`config.mk`:
```
export PLATFORM = sky130hd
export DESIGN_NAME = inst_queue_flat
export DESIGN_NICKNAME = d
export VERILOG_FILES = /design/src/rtl/inst_queue_if.sv /design/src/rtl/inst_queue.sv /design/src/flat_wrapper.sv
export SDC_FILE = /design/constraint.sdc
export NUM_CORES = 1
export LEC_CHECK = 0
export BUFFER_PORTS_ARGS = -buffer_cell sky130_fd_sc_hd__clkbuf_2
export CORE_MARGIN = 4
export CORE_UTILIZATION = 49
export DETAILED_ROUTE_END_ITERATION = 8
export HOLD_SLACK_MARGIN = 0.02
export PLACE_DENSITY_LB_ADDON = 0.25
export RECOVER_POWER = 100
export SLEW_MARGIN = 15
export SYNTH_ARGS = -nofsm -noshare
export SYNTH_HDL_FRONTEND = slang
export SYNTH_SLANG_ARGS = --single-unit
```
`constraint.sdc`:
```
create_clock -name clk -period 3.6 [get_ports clk]
set_input_delay 0.72 -clock clk [delete_from_list [all_inputs] [get_ports clk]]
set_output_delay 0.72 -clock clk [all_outputs]
set_load 0.005 [all_outputs]
```
`src/rtl/inst_queue_if.sv`:
```
// IF/SRAM/ID handshake bundle for inst_queue; master = fetch/SRAM/decode side, slave = queue.
interface inst_queue_if #(
   parameter int unsigned DEPTH  = 4,
   parameter int unsigned PC_W   = 32,
   parameter int unsigned INST_W = 32
);
   localparam int unsigned CNT_W = $clog2(DEPTH + 1);

   logic              req_valid;
   logic [PC_W-1:0]   req_pc;
   logic              req_ready;
   logic [INST_W-1:0] inst_sram_rdata;
   logic              flush;
   logic              id_valid;
   logic [PC_W-1:0]   id_pc;
   logic [INST_W-1:0] id_inst;
   logic              id_ready;
   logic [CNT_W-1:0]  count;

   modport master (
      output req_valid, req_pc, inst_sram_rdata, flush, id_ready,
      input  req_ready, id_valid, id_pc, id_inst, count
   );

   modport slave (
      input  req_valid, req_pc, inst_sram_rdata, flush, id_ready,
      output req_ready, id_valid, id_pc, id_inst, count
   );
endinterface

```
`src/rtl/inst_queue.sv`:
```
// Flushable IF->ID instruction queue pairing each fetch PC with next-cycle SRAM data.
// Define INST_QUEUE_BYPASS_EN to present a fresh response to ID in its arrival cycle when empty.
module inst_queue #(
   parameter int unsigned DEPTH  = 4,
   parameter int unsigned PC_W   = 32,
   parameter int unsigned INST_W = 32
) (
   input logic         clk,
   input logic         rst,
   inst_queue_if.slave bus
);
   localparam int unsigned CNT_W = $clog2(DEPTH + 1);
   localparam int unsigned PTR_W = $clog2(DEPTH);

   logic [PC_W-1:0]   pc_mem   [DEPTH];
   logic [INST_W-1:0] inst_mem [DEPTH];

   logic [CNT_W-1:0] count_q;
   logic [PTR_W-1:0] rd_ptr_q, wr_ptr_q;
   logic             pend_q;
   logic [PC_W-1:0]  pend_pc_q;

   logic [CNT_W:0] occ;
   logic           req_ready;
   logic           req_acc;
   logic           head_valid;
   logic           byp;
   logic           byp_take;
   logic           push;
   logic           pop;

   // A flush frees everything, so the branch-target fetch is never blocked.
   always_comb begin
      occ = {1'b0, count_q} + {{CNT_W{1'b0}}, pend_q};
      if (bus.flush) occ = '0;
   end

   assign req_ready  = ~rst & (occ < (CNT_W + 1)'(DEPTH));
   assign req_acc    = bus.req_valid & req_ready;
   assign head_valid = (count_q != '0);

`ifdef INST_QUEUE_BYPASS_EN
   assign byp = ~head_valid & pend_q & ~bus.flush & ~rst;
`else
   assign byp = 1'b0;
`endif

   assign byp_take = byp & bus.id_ready;
   assign push     = pend_q & ~bus.flush & ~rst & ~byp_take;
   assign pop      = head_valid & bus.id_ready;

   always_comb begin
      bus.id_valid = 1'b0;
      bus.id_pc    = '0;
      bus.id_inst  = '0;
      if (head_valid) begin
         bus.id_valid = 1'b1;
         bus.id_pc    = pc_mem[rd_ptr_q];
         bus.id_inst  = inst_mem[rd_ptr_q];
      end else if (byp) begin
         bus.id_valid = 1'b1;
         bus.id_pc    = pend_pc_q;
         bus.id_inst  = bus.inst_sram_rdata;
      end
   end

   assign bus.req_ready = req_ready;
   assign bus.count     = count_q;

   always_ff @(posedge clk) begin
      if (rst) begin
         count_q   <= '0;
         rd_ptr_q  <= '0;
         wr_ptr_q  <= '0;
         pend_q    <= 1'b0;
         pend_pc_q <= '0;
      end else if (bus.flush) begin
         count_q  <= '0;
         rd_ptr_q <= '0;
         wr_ptr_q <= '0;
         pend_q   <= req_acc;
         if (req_acc) pend_pc_q <= bus.req_pc;
      end else begin
         if (push) wr_ptr_q <= wr_ptr_q + PTR_W'(1);
         if (pop)  rd_ptr_q <= rd_ptr_q + PTR_W'(1);
         case ({push, pop})
            2'b10:   count_q <= count_q + CNT_W'(1);
            2'b01:   count_q <= count_q - CNT_W'(1);
            default: count_q <= count_q;
         endcase
         pend_q <= req_acc;
         if (req_acc) pend_pc_q <= bus.req_pc;
      end
   end

   always_ff @(posedge clk) begin
      if (push) begin
         pc_mem[wr_ptr_q]   <= pend_pc_q;
         inst_mem[wr_ptr_q] <= bus.inst_sram_rdata;
      end
   end
endmodule

```
`src/flat_wrapper.sv`:
```
// flat-port wrapper written by rule: the top's interface ports become plain ports
module inst_queue_flat 
#(
   parameter int unsigned DEPTH  = 4,
   parameter int unsigned PC_W   = 32,
   parameter int unsigned INST_W = 32
)
  (clk, rst, bus_req_valid, bus_req_pc, bus_inst_sram_rdata, bus_flush, bus_id_ready, bus_req_ready, bus_id_valid, bus_id_pc, bus_id_inst, bus_count);
  inst_queue_if #(.DEPTH(DEPTH), .PC_W(PC_W), .INST_W(INST_W)) bus_i ();
  input logic clk;
  input logic rst;
  input wire logic [$bits(bus_i.req_valid)-1:0] bus_req_valid;
  input wire logic [$bits(bus_i.req_pc)-1:0] bus_req_pc;
  input wire logic [$bits(bus_i.inst_sram_rdata)-1:0] bus_inst_sram_rdata;
  input wire logic [$bits(bus_i.flush)-1:0] bus_flush;
  input wire logic [$bits(bus_i.id_ready)-1:0] bus_id_ready;
  output wire logic [$bits(bus_i.req_ready)-1:0] bus_req_ready;
  output wire logic [$bits(bus_i.id_valid)-1:0] bus_id_valid;
  output wire logic [$bits(bus_i.id_pc)-1:0] bus_id_pc;
  output wire logic [$bits(bus_i.id_inst)-1:0] bus_id_inst;
  output wire logic [$bits(bus_i.count)-1:0] bus_count;
  assign bus_i.req_valid = bus_req_valid;
  assign bus_i.req_pc = bus_req_pc;
  assign bus_i.inst_sram_rdata = bus_inst_sram_rdata;
  assign bus_i.flush = bus_flush;
  assign bus_i.id_ready = bus_id_ready;
  assign bus_req_ready = bus_i.req_ready;
  assign bus_id_valid = bus_i.id_valid;
  assign bus_id_pc = bus_i.id_pc;
  assign bus_id_inst = bus_i.id_inst;
  assign bus_count = bus_i.count;
  inst_queue #(.DEPTH(DEPTH), .PC_W(PC_W), .INST_W(INST_W)) u_core (.clk(clk), .rst(rst), .bus(bus_i));
endmodule
```
==> flow_summary.ini <==
[run_status]
status = finished with violations
violations = capacitance limit, slew limit

[worst_setup_path]
reg2regPathDepth = 4
rrSetupSlack_ps = 910
end_kind = output pin
r2r_start = u_core.bus.count[0]
startpoint_type = register
endpoint = bus_id_pc[5]
cp.required_ps = 2880
critPathLaunch = u_core.bus.count[0]
criticalPathCategory = reg2out
r2r-end = u_core.pend_pc_q[3]
arrival_ps = 2500
critPathMaxFanout = 65

[timing]
fin_crit_ps = 3220
drv_slew = 154
min_period_over_period_pct = 89.3
setup_slack_ps = 384
rsz0062_at_grt = false
fmax_ghz = 0.311
setup-violations-final = 0
setup_tns_ps = 0
tightestPinTransition_ps = 1920
fin_worst_skew_ps = 10.1
worst_hold_slack_ps = 404
slew_headroom_pct = -28.0
hold_violations = 0

[synth]
synthDistinctLibCells = 30
ys_async_sr_fraction_pct = 0
syn_nets = 610
synthTopCellsByArea = edfxtp_1 (69%), mux4_2 (13%), dfxtp_1 (7.5%)
syn_area_mm2 = 0.0112
post_synth_inst_count = 535
ys_ff_latch = 298
yosysWarnings = 0
syn_area_per_cell_um2 = 20.9
ys_seq_area_share_pct = 76.1
yosysMostFrequentCell = edfxtp_1
synth_ff_type = edfxtp_1
synth_top_area_cell = edfxtp_1
synthTopCellsByCount = edfxtp_1 (256), and2_1 (64), mux4_2 (64)
synth_top_area_share_pct = 68.6
synth_edf_count = 256

[cts]
cts_sinks = 298
cts_tree = built
cts_htree_levels = 1
hold_buffers = 0
cts-root-buf = clkbuf_16
cts_buffers = 29
clock_latency_ps = 530
cts_max_path_buffers = 3
cts_resized = 0
clkTransAtPathRegs_ps = 60
cts_setup_buffers = 0

[route]
routedWlPerCell_um = 20.9
routed_wl_um = 20700
drt_iter0_markers = 398
num_vias = 5429
viasPerCell = 5.47
firstDrtPassIters = 4
ant_nets = 0
drc_errors = 0

[grt]
overflow = 0
grt_pass1_wl_um = 32800
grt.total_usage_pct = 16.3
grt_antenna_before_repair = 1
grt_start_max_net_pins = 66
grt_pass1_vias = 5919

[power_and_ir_drop]
power.leakage_uw = 0.00445
netSwitchingPower_uw = 1290
p_seq_share_pct = 53.8
p_int_uw = 5800
p_clk_share_pct = 44.0
p_comb_share_pct = 2.1
switching_share_pct = 18.2
ir_worst_vdd_mv = 0.314
power.density_mw_per_mm2 = 538

[run]
maxCapViolations = 5

[place]
hpwl_um = 12500
dpl_worst_slack_ps = 938
io_buffers = 137
place.gp.congestion = 0.718
dp_cells = 939

[layout]
fillCellCount = 1726
stdcell_count = 993
multi_input_area_mm2 = 0.00244
area_growth_pct = 17.5
seq_area_mm2 = 0.00854
final_nets = 760
drive_gt1_share_pct = 31.5

[worst_hold_path]
hold_path.class = in2reg

[floorplanning]
die_h_um = 159
start_util_pct = 49.6
rows = 55
core-area_mm2 = 0.0226
die-area_mm2 = 0.0253
die_w_um = 159
ioPinCount = 138
-- logic make-up after synthesis --
| logic type | synth area share, % |
|---|---|
| buffers and inverters | 1.98 |
| flip-flops | 76.1 |
| AO/OA/AOI/OAI | 2.99 |
| adder cells (fa/ha/maj) | 0.737 |
| XOR/XNOR | 0.391 |
| AND/OR/NAND/NOR | 4.79 |
| multiplexers | 13.0 |
-- worst max-delay path: stages, from the launching register on --
cell      delay, ps
dfxtp_1         480
or3_2           980
and2_0          320
clkbuf_2        150
-- worst min path at each step --
stage	slack [ps]	depth (start not counted)	startpoint	to
floorplan	460	0	u_core.pend_pc_q[0]	u_core.pc_mem[0][0]
detailed placement	490	0	u_core.pend_pc_q[24]	u_core.pc_mem[3][24]
global placement	470	0	u_core.pend_pc_q[3]	u_core.pc_mem[0][3]
CTS	380	2	bus_req_pc[13]	u_core.pend_pc_q[13]
finish	400	2	bus_req_pc[11]	u_core.pend_pc_q[11]
global route	380	2	bus_req_pc[24]	u_core.pend_pc_q[24]
-- final cells by class --
class | instances | area share (%)
Sequential cell | 298 | 64.9
Antenna cell | 1 | 0.0190
Tap cell | 285 | 2.71
Timing Repair Buffer | 148 | 5.99
Inverter | 6 | 0.171
Multi-Input combinational cell | 202 | 18.6
Clock inverter | 17 | 1.79
Clock buffer | 36 | 5.87
-- flip-flops by register name, indices dropped and copies added (netlist names), named ones only --
signal            count
u_core.bus.count      3
u_core.inst_mem     128
u_core.pc_mem       128
u_core.pend_pc_q     32
u_core.pend_q         1
u_core.rd_ptr_q       2
u_core.wr_ptr_q       2
-- cell usage in the layout (no fill, tap or decap), types with 2 or more instances in the layout --
cell type  netlist  final
and2_0           0     50
inv_1            6      6
ha_1             5      5
a22o_1          32     32
clkinv_2         0      8
xor2_1           4      4
clkbuf_8         0      2
and2_1          64     14
buf_12           0      6
and3_1           4      4
clkinv_1         0      2
clkbuf_1        14     47
clkbuf_2         0     96
mux4_2          64     64
clkbuf_16        0     29
dfxtp_1         42     40
edfxtp_1       256    256
bufinv_16        0      6
nor2_1          11     11
a21oi_1          2      2
buf_4            1      4
dfxtp_4          0      2
-- routing by layer --
metal  GRT usage [%]  up-vias  wire length (um)
met5               0        -                13
met4            3.51        2               276
met3            3.34       27              1380
met2            27.2      167             10300
met1            22.8     2769              8770
li1                -     2464                 -
-- per-stage QoR --
step / util (%) / area [um^2] / total power, uW
finish: 58.3 / 13200 / 7080
global route: 58.3 / 13200 / 7340
CTS: 58.7 / 13200 / 7170
detailed placement: 54.2 / 12200 / 4050
global placement: 54.2 / 12200 / 4040
floorplan: - / 11200 / 3960
-- power by group through the flow --
stage | registers, uW | clock network [uW] | logic, uW
after floorplan | 3880 | 0 | 77.3
after global placement | 3880 | 0 | 155
after detailed placement | 3890 | 0 | 161
after CTS | 3810 | 3190 | 162
after global routing | 3820 | 3350 | 167
final | 3810 | 3120 | 151
No activity file was read; power rests on OpenSTA's default activity.
